--- src/rtl/req_arbiter.sv ---
// Single-resource arbiter: fixed-priority (highest index) or round-robin selection,
// registered one-hot grant held until done, request drop, or hold-limit timeout.
module req_arbiter #(
    parameter int N        = 4,
    parameter int MAX_HOLD = 15,
    parameter int IW       = $clog2(N),
    parameter int CW       = $clog2(MAX_HOLD + 1)
) (
    input  logic          clk,
    input  logic          reset_n,
    input  logic          mode,
    input  logic [N-1:0]  req,
    input  logic [N-1:0]  done,
    output logic [N-1:0]  gnt,
    output logic          gnt_valid,
    output logic [IW-1:0] gnt_id,
    output logic          timeout
);

    typedef enum logic {IDLE, GRANT} state_t;

    state_t        state_q, state_d;
    logic [N-1:0]  gnt_q, gnt_d;
    logic [IW-1:0] id_q, id_d;
    logic [IW-1:0] last_q, last_d;
    logic [CW-1:0] hold_q, hold_d;
    logic          timeout_q, timeout_d;

    logic [IW-1:0] win;
    logic          found;
    int            idx;

    // Winner search: fixed scans upward so the highest set index is kept last;
    // round-robin walks downward from last_id-1, wrapping through N-1.
    always_comb begin
        win   = '0;
        found = 1'b0;
        idx   = 0;
        if (!mode) begin
            for (int i = 0; i < N; i++) begin
                if (req[i]) win = IW'(i);
            end
        end else begin
            for (int k = 1; k <= N; k++) begin
                idx = int'(last_q) - k;
                if (idx < 0) idx = idx + N;
                if (!found && req[idx]) begin
                    win   = IW'(idx);
                    found = 1'b1;
                end
            end
        end
    end

    logic rel_done, rel_req, at_limit;

    always_comb begin
        // NOTE: every output of this block gets a default first, so no path can infer a latch.
        state_d   = state_q;
        gnt_d     = gnt_q;
        id_d      = id_q;
        last_d    = last_q;
        hold_d    = hold_q;
        timeout_d = 1'b0;
        rel_done  = done[id_q];
        rel_req   = !req[id_q];
        at_limit  = (hold_q == CW'(MAX_HOLD - 1));

        case (state_q)
            IDLE: begin
                gnt_d  = '0;
                id_d   = '0;
                hold_d = '0;
                if (|req) begin
                    state_d = GRANT;
                    gnt_d   = {{(N-1){1'b0}}, 1'b1} << win;
                    id_d    = win;
                    last_d  = win;
                end
            end
            GRANT: begin
                if (rel_done || rel_req || at_limit) begin
                    state_d   = IDLE;
                    gnt_d     = '0;
                    id_d      = '0;
                    hold_d    = '0;
                    timeout_d = at_limit && !rel_done && !rel_req;
                end else begin
                    hold_d = hold_q + CW'(1);
                end
            end
            default: state_d = IDLE;
        endcase
    end

    always_ff @(posedge clk) begin
        // NOTE: sequential state uses non-blocking assignments so all registers update together.
        if (!reset_n) begin
            state_q   <= IDLE;
            gnt_q     <= '0;
            id_q      <= '0;
            last_q    <= '0;
            hold_q    <= '0;
            timeout_q <= 1'b0;
        end else begin
            state_q   <= state_d;
            gnt_q     <= gnt_d;
            id_q      <= id_d;
            last_q    <= last_d;
            hold_q    <= hold_d;
            timeout_q <= timeout_d;
        end
    end

    assign gnt       = gnt_q;
    assign gnt_valid = |gnt_q;
    assign gnt_id    = id_q;
    assign timeout   = timeout_q;

endmodule

--- config.mk ---
export PLATFORM = sky130hd
export DESIGN_NAME = req_arbiter
export DESIGN_NICKNAME = d
export VERILOG_FILES = /design/src/rtl/req_arbiter.sv
export SDC_FILE = /design/constraint.sdc
export NUM_CORES = 1
export LEC_CHECK = 0
export ABC_AREA = 1
export BUFFER_PORTS_ARGS = -buffer_cell sky130_fd_sc_hd__buf_2
export CAP_MARGIN = 20
export CORE_ASPECT_RATIO = 1.4
export CORE_MARGIN = 2
export CORE_UTILIZATION = 30
export CTS_BUF_LIST = sky130_fd_sc_hd__clkbuf_16
export CTS_CLUSTER_DIAMETER = 200
export DETAILED_ROUTE_END_ITERATION = 10
export GPL_TIMING_DRIVEN = 0
export PLACE_DENSITY = 0.54
export SLEW_MARGIN = 25
export SYNTH_ARGS = -nofsm -noshare
export SYNTH_HDL_FRONTEND = slang
export SYNTH_SLANG_ARGS = --single-unit
--- constraint.sdc ---
create_clock -name clk -period 1.95 [get_ports clk]
set_input_delay 0.0975 -clock clk [delete_from_list [all_inputs] [get_ports clk]]
set_output_delay 0.0975 -clock clk [all_outputs]
set_load 0.005 [all_outputs]
==> results by group, run 1 <==
Timing
  – Setup_tns: 0 ns
  – Final worst slack: 0.4372 ns
  – Fin. Hold Viols: 0
  – Hold WS: 0.1395 ns
  – Crit share post-route: 0.7758
  – Slew Viols, Final: 0
  – Unrepaired setup endpoints after global routing: no
  – Fmax: 0.6610 GHz
  – Least-Margin Pin Slew: 0.2370 ns
  – Slew headroom: 0.8420
  – Setup Viol. Count Final: 0
  – Final min period: 1.513 ns
  – Clock Skew: ~0.0037 ns

Pwr
  – Combinational power share: 0.300
  – Psw: 331.8 uW
  – Internal power: between 600 and 700 uW
  – Power per cell area: 935.1 mW/mm2
  – Peak VDD IR: roughly 0.58 mV
  – Leakage Power: 0.5728 nW
  – Sequential power share: 0.324
  – Pwr Total: 1.027 mW
  – Clock share of power: 0.376
  – Net Sw Frac: 0.3230

Placed design
  – Setup WS pre-CTS: 0.4293 ns
  – Dpl cells: 191
  – Area after DPL: around 0.0010 mm2
  – Gpl congestion: 0.7677
  – Port Buffers: 18
  – DP HPWL: approximately 1.7 mm

Yosys
  – Post-Syn Area: between 800 and 900 um2
  – Flops & latches, synth: 14
  – Async S/R FF share, synth: 0
  – Netlist cell types: 22
  – Syn Nets: 149
  – Ys flop type: dfxtp_1
  – EDFF count, synth: 0
  – Yosys warning count: 0
  – Mean area per synthesized cell: 6.495 um2
  – Register area share after synthesis: 0.3173
  – Cell count after synthesis: ~140

Drt
  – Drt total wl: 2.079 mm
  – Routed WL per cell: 10.66 um
  – Detail Route Antenna Nets: 0
  – Vias/cell: between 4 and 5
  – Drt initial violations: 18
  – Vias: 909
  – First-pass iteration count of the detailed router: 4
  – DRC Markers: 0

Die
  – Row count: 23
  – Die Y: 68.21 um
  – Initial Utilization: 0.3101
  – Die area: 0.003401 mm2
  – Die X: between 40 and 50 um
  – Boundary Pins: 19
  – Core Box Area: around 0.0028 mm2

Clocking
  – CTS Buf Count: 3
  – Clk sinks: 14
  – Max clock buf depth: 2
  – CTS resizes: 0
  – CTS tree: built
  – Hold_buf cts: 0
  – Clock latency on the worst-skew pair: roughly 0.24 ns
  – Clock-pin slew on the worst setup and hold paths: 0.05 ns
  – Htree depth: 1
  – Root Driver: clkbuf_16
  – Total setup buffers inserted after CTS: 0

Critical path
  – Reg2reg setup slack: 0.44 ns
  – Worst EP arrival: 1.65 ns
  – CP Class: reg -> reg
  – Data required, critical path: ~2.1 ns
  – Critical Path Source Type: register
  – CP Max Fanout: 7
  – CP endpoint: gnt_id[0]$_SDFFE_PN0P_
  – Critical path origin: last_q[1]$_SDFFE_PN0P_
  – FF-to-FF Start: last_q[1]$_SDFFE_PN0P_
  – FF-to-FF path depth: 13
  – Critical path endpoint category: register
  – R2R Path End: gnt_id[0]$_SDFFE_PN0P_

Min path
  – Hold Path Class: in -> reg
  – Hold Path Depth: 3

Global routing
  – Number of global-route vias before repair: 912
  – First-pass GRT wire length: approximately 3.7 mm
  – Initial antenna violation count: 0
  – Overflow after GRT: 0
  – Tot GR Track Use: 0.1421
  – Largest net degree at the start of global routing: 11

Layout
  – Share of cells above drive strength 1: 0.2468
  – Antenna cells: 0
  – Non-Filler Instances: 195
  – Core Util, Final: 0.3856
  – Nets: roughly 170
  – Layout area overhead: 24.36%
  – Post-route cell area: 0.001099 mm2

Run
  – Maxcap violations: 0

Run status
  – Run status: finished, final reports clean
==> synth_stat cells, types with 2 or more instances <==
master | instances | area (um2)
nand2_1 | 50 | 187.7
nand3_1 | 15 | 75.07
dfxtp_1 | 14 | 280.3
inv_1 | 12 | 45.04
nand2_2 | 6 | 37.54
nor2_1 | 6 | 22.52
o21ai_1 | 6 | 30.03
inv_2 | 4 | 15.01
nand4_1 | 4 | 25.02
nor2_2 | 3 | 18.77
ha_1 | 2 | 25.02
nand2_4 | 2 | 22.52
nor2_4 | 2 | 22.52
o221ai_1 | 2 | 17.52
==> worst max-delay path, cell delays in order, from the launching register on <==
cell     delay (ns)
dfxtp_1        0.43
inv_2          0.12
nand2_2        0.07
nand2_2        0.07
nand2_2        0.09
nand2_4        0.07
nor2_1         0.08
nand2_1        0.05
nand2_1        0.08
nand2_1        0.05
nand2_1        0.06
nand2_2        0.06
nand2_1        0.09
o21ai_1        0.07
==> kinds of logic after synthesis <==
family,after synthesis,share of synthesized area
AOI/OAI and AO/OA,10,0.06658
xor gates and xnor gates,2,0.01983
adders and majority gates,2,0.02832
buffers and inverters,17,0.08073
DFF,14,0.3173
and+or+nand+nor,91,0.4872
==> power by group through the flow <==
stage	registers (mW)	clock network, mW	logic (mW)
after floorplan	0.335	0	0.232
after global placement	0.337	0	0.305
after detailed placement	0.337	0	0.311
after CTS	0.332	0.392	0.312
after global routing	0.336	0.406	0.357
final	0.333	0.386	0.308
==> cells in the final DEF, fill, tap and decap left out, drive strengths merged <==
cell    count
or4         1
o221ai      2
a21oi       1
xor2        1
nand2      58
o21ai       6
ha          2
clkinv      1
nand3      15
or2         1
nand4       4
nor3        1
xnor2       1
clkbuf      3
buf        19
nor2       11
dfxtp      14
a31oi       1
inv        16
==> cell type report <==
type                            instances  area (um2)
Buffer                                  1       11.26
Clock buffer                            3       75.07
Clock inverter                          1       3.754
Fill cell                             323        1750
Inverter                               16       60.06
Multi-Input combinational cell        105       531.8
Sequential cell                        14       280.3
Tap cell                               37       46.29
Timing Repair Buffer                   18       90.09
==> how the worst min path moves through the flow <==
stage | startpoint | end | slack, ns
after global routing | reset_n | gnt_id[1]$_SDFFE_PN0P_ | 0.16
after CTS | reset_n | gnt_id[1]$_SDFFE_PN0P_ | 0.14
after global placement | reset_n | gnt_id[1]$_SDFFE_PN0P_ | 0.40
final | reset_n | gnt_id[1]$_SDFFE_PN0P_ | 0.14
after detailed placement | reset_n | gnt_id[1]$_SDFFE_PN0P_ | 0.39
after floorplan | reset_n | gnt_id[1]$_SDFFE_PN0P_ | 0.26
==> per-layer routing <==
metal / routed length [um] / global-route usage / vias up
li1: - / - / 478
met1: 844 / 0.1417 / 410
met2: 1120 / 0.2767 / 16
met3: 74 / 0.02838 / 5
met4: 40 / 0.07292 / 0
met5: 0 / 0 / -
==> state kept, by name, indices dropped and copies added (netlist names) <==
name and cells:
gnt_id 2, hold_q 4, state_q 1, last_q 2, timeout 1, gnt 4
Note: power is estimated with default switching activity, not from simulation.
==> inputs of run 2 (changes only) <==
Clock period 1.95 ns to 1.6 ns, I/O delays scaled along.
==> results by group, run 2 (synthesized netlist as in run 1, its figures left out) <==
Placed design
  – Gpl congestion: 0.7677 (unchanged)
  – Port Buffers: 18 (unchanged)
  – DP HPWL: 1.698 mm (unchanged)
  – Dpl cells: 191 (unchanged)

Critical path
  – Critical Path Source Type: register
  – CP max stage cell: dfxtp_2
  – R2R Path End: last_q[1]$_SDFFE_PN0P_
  – Most Frequent Cell on Critical Path: nand2_1
  – CP peak stage delay: 0.33 ns (-0.10 ns)
  – Crit path buffers/inverters: 2 (+1)
  – CP Max Fanout: 10 (+3)
  – FF-to-FF Start: last_q[0]$_SDFFE_PN0P_
  – Worst EP arrival: 1.55 ns (-0.10 ns)
  – Crit-path cells: buf_6 -> nand2_1 -> nand2_2 -> nand2_1 -> nand2_1 -> inv_2 -> nand3_1 -> nand2_1 -> nor2_2 -> nor2_4 -> nand2_1 -> o21ai_1
  – CP delay by family, top: simple AND/OR/NAND/NOR gates
  – Critical path endpoint category: register
  – Reg2reg setup slack: 0.18 ns (-0.26 ns)
  – CP Class: reg -> reg
  – FF-to-FF path depth: 12 (-1)
  – Data required, critical path: 1.73 ns (-0.35 ns)
  – Stages on the worst setup path: 12 (-1)

Die
  – Boundary Pins: 19 (unchanged)
  – Die area: 0.003401 mm2 (unchanged)
  – Row count: 23 (unchanged)
  – Die X: 49.86 um (unchanged)
  – Initial Utilization: 0.3101 (unchanged)
  – Die Y: 68.21 um (unchanged)
  – Core Box Area: 0.002849 mm2 (unchanged)

Layout
  – Core Util, Final: 0.3917 (+0.006149)
  – Multi-input gate area: 544.3 um2 (+2.4%)
  – Nets: 172 (unchanged)
  – Reg area: 285.3 um2 (+1.8%)
  – Layout area overhead: 26.35%
  – Fillers: 326 (+0.93%)
  – Most frequent cells in the layout: nand2_1 (47), buf_2 (18), nand3_1 (15)
  – Most common cell after layout, fill and taps aside: nand2_1
  – Share of cells above drive strength 1: 0.2785 (+0.03165)
  – Antenna cells: 0 (unchanged)
  – Non-Filler Instances: 195 (unchanged)

Clocking
  – Hold_buf cts: 0 (unchanged)
  – Root Driver: clkbuf_16
  – Htree depth: 1 (unchanged)
  – CTS Buf Count: 3 (unchanged)
  – Max clock buf depth: 2 (unchanged)
  – Clock latency on the worst-skew pair: 0.24 ns (about the same)
  – CTS tree: built
  – Clock-pin slew on the worst setup and hold paths: 0.05 ns (about the same)
  – Clk sinks: 14 (unchanged)

Global routing
  – Largest net degree at the start of global routing: 11 (unchanged)
  – First-pass GRT wire length: 3.657 mm (unchanged)
  – Initial antenna violation count: 0 (unchanged)
  – Number of global-route vias before repair: 912 (unchanged)
  – Tot GR Track Use: 0.1421 (unchanged)
  – Overflow after GRT: 0 (unchanged)

Min path
  – Hold EP: gnt_id[1]$_SDFFE_PN0P_
  – Hold Path Depth: 3 (unchanged)
  – Hold Path Class: in -> reg
  – HP Start: reset_n

Timing
  – Setup Viol. Count Final: 0 (unchanged)
  – Slew headroom: 0.8392 (-0.002837)
  – Slew Viols, Final: 0 (unchanged)
  – Least-Margin Pin Slew: 0.2409 ns (+0.003997 ns)
  – Setup_tns: 0 ns (unchanged)
  – Clock Skew: 0.003599 ns (-0.0001178 ns)
  – Final min period: 1.420 ns (-0.09261 ns)
  – Crit share post-route: 0.8876 (+0.1118)
  – Fmax: 0.7041 GHz (+6.5%)
  – Unrepaired setup endpoints after global routing: no
  – Fin. Hold Viols: 0 (unchanged)

Drt
  – Routed WL per cell: 10.63 um (-0.29%)
  – Drt total wl: 2.073 mm (-0.29%)
  – First-pass iteration count of the detailed router: 4 (unchanged)
  – Detail Route Antenna Nets: 0 (unchanged)
  – Drt initial violations: 18 (unchanged)
  – DRC Markers: 0 (unchanged)
  – Vias/cell: 4.682 (+0.44%)
  – Vias: 913 (+0.44%)

Run status
  – Run status: finished, final reports clean

Pwr
  – Peak VDD IR: 0.7006 mV (+22%)
  – Pwr Total: 1.262 mW (+23%)
  – Leakage Power: 0.5744 nW (+0.28%)
  – Power per cell area: 1131 mW/mm2 (+21%)

Run
  – Maxcap violations: 0 (unchanged)
## run 2: changes by cell type in the layout (fill, tap and decap cells not counted)
cell,before,now
dfxtp_4,0,1
dfxtp_2,0,1
nor2_4,2,3
nor2_2,3,2
nand2_1,50,47
nand2_2,6,9
dfxtp_1,14,12
## run 2: per-layer routing
layer	vias to the layer above	routed length [um]	global-route usage
met3	5	66	0.02838
met5	-	0	0
li1	478	-	-
met1	415	837	0.1417
met2	15	1129	0.2767
met4	0	40	0.07292
## run 2: where the power goes
part	leakage [nW]	total (mW)	switching, mW	internal [mW]
clock network	0.0385	0.471	0.141	0.330
logic	0.420	0.384	0.242	0.142
registers	0.115	0.407	0.0262	0.381
## run 2: worst min-delay path, stage by stage
cell     delay [ns]
buf_2          0.11
nand3_1        0.07
o21ai_1        0.05
## run 2: worst max-delay path by stage
stage / slack, ns / endpoint / from
after global placement: 0.10 / last_q[0]$_SDFFE_PN0P_ / last_q[1]$_SDFFE_PN0P_
after floorplan: 0.28 / last_q[0]$_SDFFE_PN0P_ / last_q[1]$_SDFFE_PN0P_
final: 0.18 / last_q[1]$_SDFFE_PN0P_ / last_q[0]$_SDFFE_PN0P_
after detailed placement: 0.08 / last_q[0]$_SDFFE_PN0P_ / last_q[1]$_SDFFE_PN0P_
after CTS: 0.07 / last_q[0]$_SDFFE_PN0P_ / last_q[1]$_SDFFE_PN0P_
after global routing: 0.005 / gnt[3]$_SDFFE_PN0P_ / last_q[0]$_SDFFE_PN0P_
## run 2: final cells by class
| cell class | instances | share of cell area |
|---|---|---|
| Multi-Input combinational cell | 105 | 0.4877 |
| Tap cell | 37 | 0.04148 |
| Sequential cell | 14 | 0.2556 |
| Inverter | 16 | 0.05381 |
| Clock inverter | 1 | 0.003363 |
| Timing Repair Buffer | 18 | 0.08072 |
| Buffer | 1 | 0.01009 |
| Clock buffer | 3 | 0.06726 |
## run 2: what timing repair did
item	CTS	global route
buffers inserted	0	0
resized for setup	0	7
setup endpoints to repair	0	8
## run 2: metrics by stage
step | instance area (um2) | hold slack (ns) | setup WS [ns]
after floorplan | 883.3 | 0.2384 | 0.2831
after global placement | 1020 | 0.3781 | 0.1023
after detailed placement | 1020 | 0.3767 | 0.07926
after CTS | 1099 | 0.1201 | 0.07428
after global routing | 1116 | 0.1417 | 0.004872
final | 1116 | 0.1220 | 0.1798
==> inputs of run 3 (changes only) <==
Settings changed: ABC_AREA 1 to 0, CAP_MARGIN 20 to unset, PLACE_DENSITY 0.54 to 0.55.
==> results by group, run 3 <==
Clocking
  – Htree depth: 1 (unchanged)
  – Clock-pin slew on the worst setup and hold paths: 0.05 ns (about the same)
  – Clk sinks: 14 (unchanged)
  – Max clock buf depth: 2 (unchanged)
  – CTS tree: built
  – Hold_buf cts: 0 (unchanged)
  – Root Driver: clkbuf_16
  – Clock latency on the worst-skew pair: 0.24 ns (about the same)
  – CTS resizes: 0 (unchanged)
  – Total setup buffers inserted after CTS: 0 (unchanged)
  – CTS Buf Count: 3 (unchanged)

Critical path
  – CP peak stage delay: 0.58 ns (+0.25 ns)
  – Reg2reg setup slack: 0.16 ns (-0.02 ns)
  – CP Class: reg -> reg
  – Data required, critical path: 1.73 ns (about the same)
  – FF-to-FF Start: gnt_id[0]$_SDFFE_PN0P_
  – R2R Path End: gnt[0]$_SDFFE_PN0P_
  – Critical path endpoint category: register
  – FF-to-FF path depth: 3 (-9)
  – Critical Path Source Type: register
  – CP Max Fanout: 5 (-5)
  – Worst EP arrival: 1.57 ns (+0.02 ns)
  – CP max stage cell: mux4_2
  – Crit-path cells: mux4_2 -> and2_4 -> a32o_1

Yosys
  – EDFF count, synth: 0 (unchanged)
  – Async S/R FF share, synth: 0 (unchanged)
  – Post-Syn Area: 709.4 um2 (-20%)
  – Register area share after synthesis: 0.3951 (+0.07778)
  – Cell taking the most area after synthesis: dfxtp_1
  – Netlist cell types: 34 (+55%)
  – Area share of the leading cell type in the synthesized netlist: 0.3951 (+0.07778)
  – Count leader, synth: dfxtp_1
  – Flops & latches, synth: 14 (unchanged)
  – Mean area per synthesized cell: 9.213 um2 (+42%)
  – Syn Nets: 90 (-40%)
  – Ranking of synthesized cells by area: dfxtp_1 (40%), a32o_1 (4.2%), nand3_1 (4.2%)
  – Yosys warning count: 0 (unchanged)
  – Ys flop type: dfxtp_1
  – Synth cell count leaders: dfxtp_1 (14), nor2_1 (8), nand2_1 (6), nand3_1 (6), nor2b_1 (4)
  – Cell count after synthesis: 77 (-43%)

Die
  – Die area: 0.002775 mm2 (-18%)
  – Core Box Area: 0.002202 mm2 (-23%)
  – Initial Utilization: 0.3222 (+0.01210)
  – Row count: 20 (-13%)
  – Die X: 45.10 um (-9.5%)
  – Die Y: 61.54 um (-9.8%)
  – Boundary Pins: 19 (unchanged)

Global routing
  – Largest net degree at the start of global routing: 11 (unchanged)
  – First-pass GRT wire length: 2.380 mm (-35%)
  – Overflow after GRT: 0 (unchanged)
  – Tot GR Track Use: 0.1193 (-0.02280)
  – Initial antenna violation count: 0 (unchanged)
  – Number of global-route vias before repair: 600 (-34%)

Min path
  – Hold Path Depth: 3 (unchanged)
  – Hold EP: last_q[0]$_SDFFE_PN0P_
  – Hold Path Class: in -> reg
  – HP Start: reset_n

Pwr
  – Clock share of power: 0.453 (+0.080)
  – Sequential power share: 0.383 (+0.060)
  – Peak VDD IR: 0.6319 mV (-9.8%)
  – Internal power: 785.1 uW (-8.0%)
  – Net Sw Frac: 0.2372 (-0.08667)
  – Psw: 244.1 uW (-40%)
  – Combinational power share: 0.164 (-0.140)
  – Power per cell area: 1135 mW/mm2 (+0.33%)
  – Leakage Power: 0.3894 nW (-32%)

Timing
  – Unrepaired setup endpoints after global routing: no
  – Setup_tns: 0 ns (unchanged)
  – Final min period: 1.442 ns (+0.02141 ns)
  – Fin. Hold Viols: 0 (unchanged)
  – Crit share post-route: 0.9010 (+0.01338)
  – Setup Viol. Count Final: 0 (unchanged)
  – Slew Viols, Final: 0 (unchanged)
  – Least-Margin Pin Slew: 0.3488 ns (+0.1079 ns)
  – Final worst slack: 0.1584 ns (-0.02141 ns)
  – Clock Skew: 0.004216 ns (+0.0006165 ns)
  – Fmax: 0.6937 GHz (-1.5%)
  – Slew headroom: 0.7675 (-0.07174)

Layout
  – Non-Filler Instances: 120 (-38%)
  – Multi-input gate area: 411.6 um2 (-24%)
  – Fillers: 240 (-26%)
  – Most frequent cells in the layout: buf_2 (18), dfxtp_1 (14), nor2_1 (8)
  – Most common cell after layout, fill and taps aside: buf_2
  – Antenna cells: 0 (unchanged)
  – Reg area: 280.3 um2 (-1.8%)
  – Nets: 112 (-35%)
  – Layout area overhead: 27.87%
  – Share of cells above drive strength 1: 0.2857 (+0.007233)

Drt
  – Vias: 651 (-29%)
  – DRC Markers: 0 (unchanged)
  – Detail Route Antenna Nets: 0 (unchanged)
  – Routed WL per cell: 13.15 um (+24%)
  – Drt initial violations: 6 (-12)
  – Drt total wl: 1.578 mm (-24%)
  – Vias/cell: 5.425 (+16%)
  – First-pass iteration count of the detailed router: 4 (unchanged)

Placed design
  – DP HPWL: 1.236 mm (-27%)
  – Port Buffers: 17 (-1)
  – Setup WS pre-CTS: 0.08851 ns (+0.009246 ns)
  – Dpl cells: 116 (-39%)
  – Gpl congestion: 0.7334 (-4.5%)

Run
  – Maxcap violations: 0 (unchanged)

Run status
  – Run status: finished, final reports clean
-- run 3: changes by cell type after synthesis, sizes merged, moves of 4 or more --
cell,delta
inv,-14
nand2,-52
nand3,-9
nand4,-4
nor2b,+5
o21ai,-4
-- run 3: kinds of logic after synthesis --
| kind of cell | count (synthesis) | synth area share |
|---|---|---|
| xor+xnor | 2 | 0.02470 |
| fa+ha+maj | 2 | 0.03527 |
| compound gates | 20 | 0.2169 |
| buf+inv | 4 | 0.03351 |
| flops | 14 | 0.3951 |
| mux | 2 | 0.04585 |
| simple gates | 33 | 0.2487 |
-- run 3: metrics by stage --
step	utilization	instance area [um2]	total power, mW	hold slack [ns]
after global routing	0.4119	907.1	1.076	0.1332
final	0.4119	907.1	1.029	0.1325
after detailed placement	0.3733	822.0	0.5672	0.3734
after floorplan	-	709.4	0.5052	0.2184
after global placement	0.3733	822.0	0.5618	0.3761
after CTS	0.4091	900.9	1.033	0.1314
-- run 3: worst max-delay path by stage --
stage	startpoint	to	slack [ns]	depth (start not counted)
2_1_floorplan	gnt_id[0]$_SDFFE_PN0P_	gnt[0]$_SDFFE_PN0P_	0.22	3
3_3_place_gp	last_q[1]$_SDFFE_PN0P_	gnt[0]$_SDFFE_PN0P_	0.12	5
3_5_place_dp	last_q[1]$_SDFFE_PN0P_	gnt[1]$_SDFFE_PN0P_	0.09	5
4_1_cts	last_q[1]$_SDFFE_PN0P_	gnt[1]$_SDFFE_PN0P_	0.08	5
5_1_grt	last_q[1]$_SDFFE_PN0P_	gnt[2]$_SDFFE_PN0P_	0.07	5
6_report	gnt_id[0]$_SDFFE_PN0P_	gnt[0]$_SDFFE_PN0P_	0.16	3
-- run 3: power by group through the flow --
stage          clock network, mW  logic (mW)  registers [mW]
6_report                   0.466       0.169           0.394
5_1_grt                    0.492       0.186           0.397
4_1_cts                    0.472       0.167           0.394
3_5_place_dp                   0       0.166           0.401
3_3_place_gp                   0       0.162           0.400
2_1_floorplan                  0       0.107           0.398
-- run 3: area by class of cell --
type                    instances  share of cell area
flip-flops and latches         14              0.3090
clock inverters                 1            0.004138
clock buffers                   3             0.08276
inverters                       2            0.008276
repair buffers                 17             0.09379
plain buffers                   2             0.01793
well taps                      22             0.03034
multi-input cells              59              0.4538
-- run 3: per-layer routing --
layer | vias to the layer above | track usage | share of wire
met5 | - | 0 | 0
met1 | 310 | 0.1165 | 0.40
met2 | 13 | 0.2306 | 0.54
met3 | 4 | 0.02933 | 0.046
li1 | 324 | - | -
met4 | 0 | 0.05042 | 0.015
-- run 3: worst max-delay path: cells and delay by family (launching register included) --
| kind | cells | cell delay [ns] |
|---|---|---|
| AOI/OAI and AO/OA | 1 | 0.19 |
| muxes | 1 | 0.58 |
| DFF | 1 | 0.37 |
| and+or+nand+nor | 1 | 0.18 |
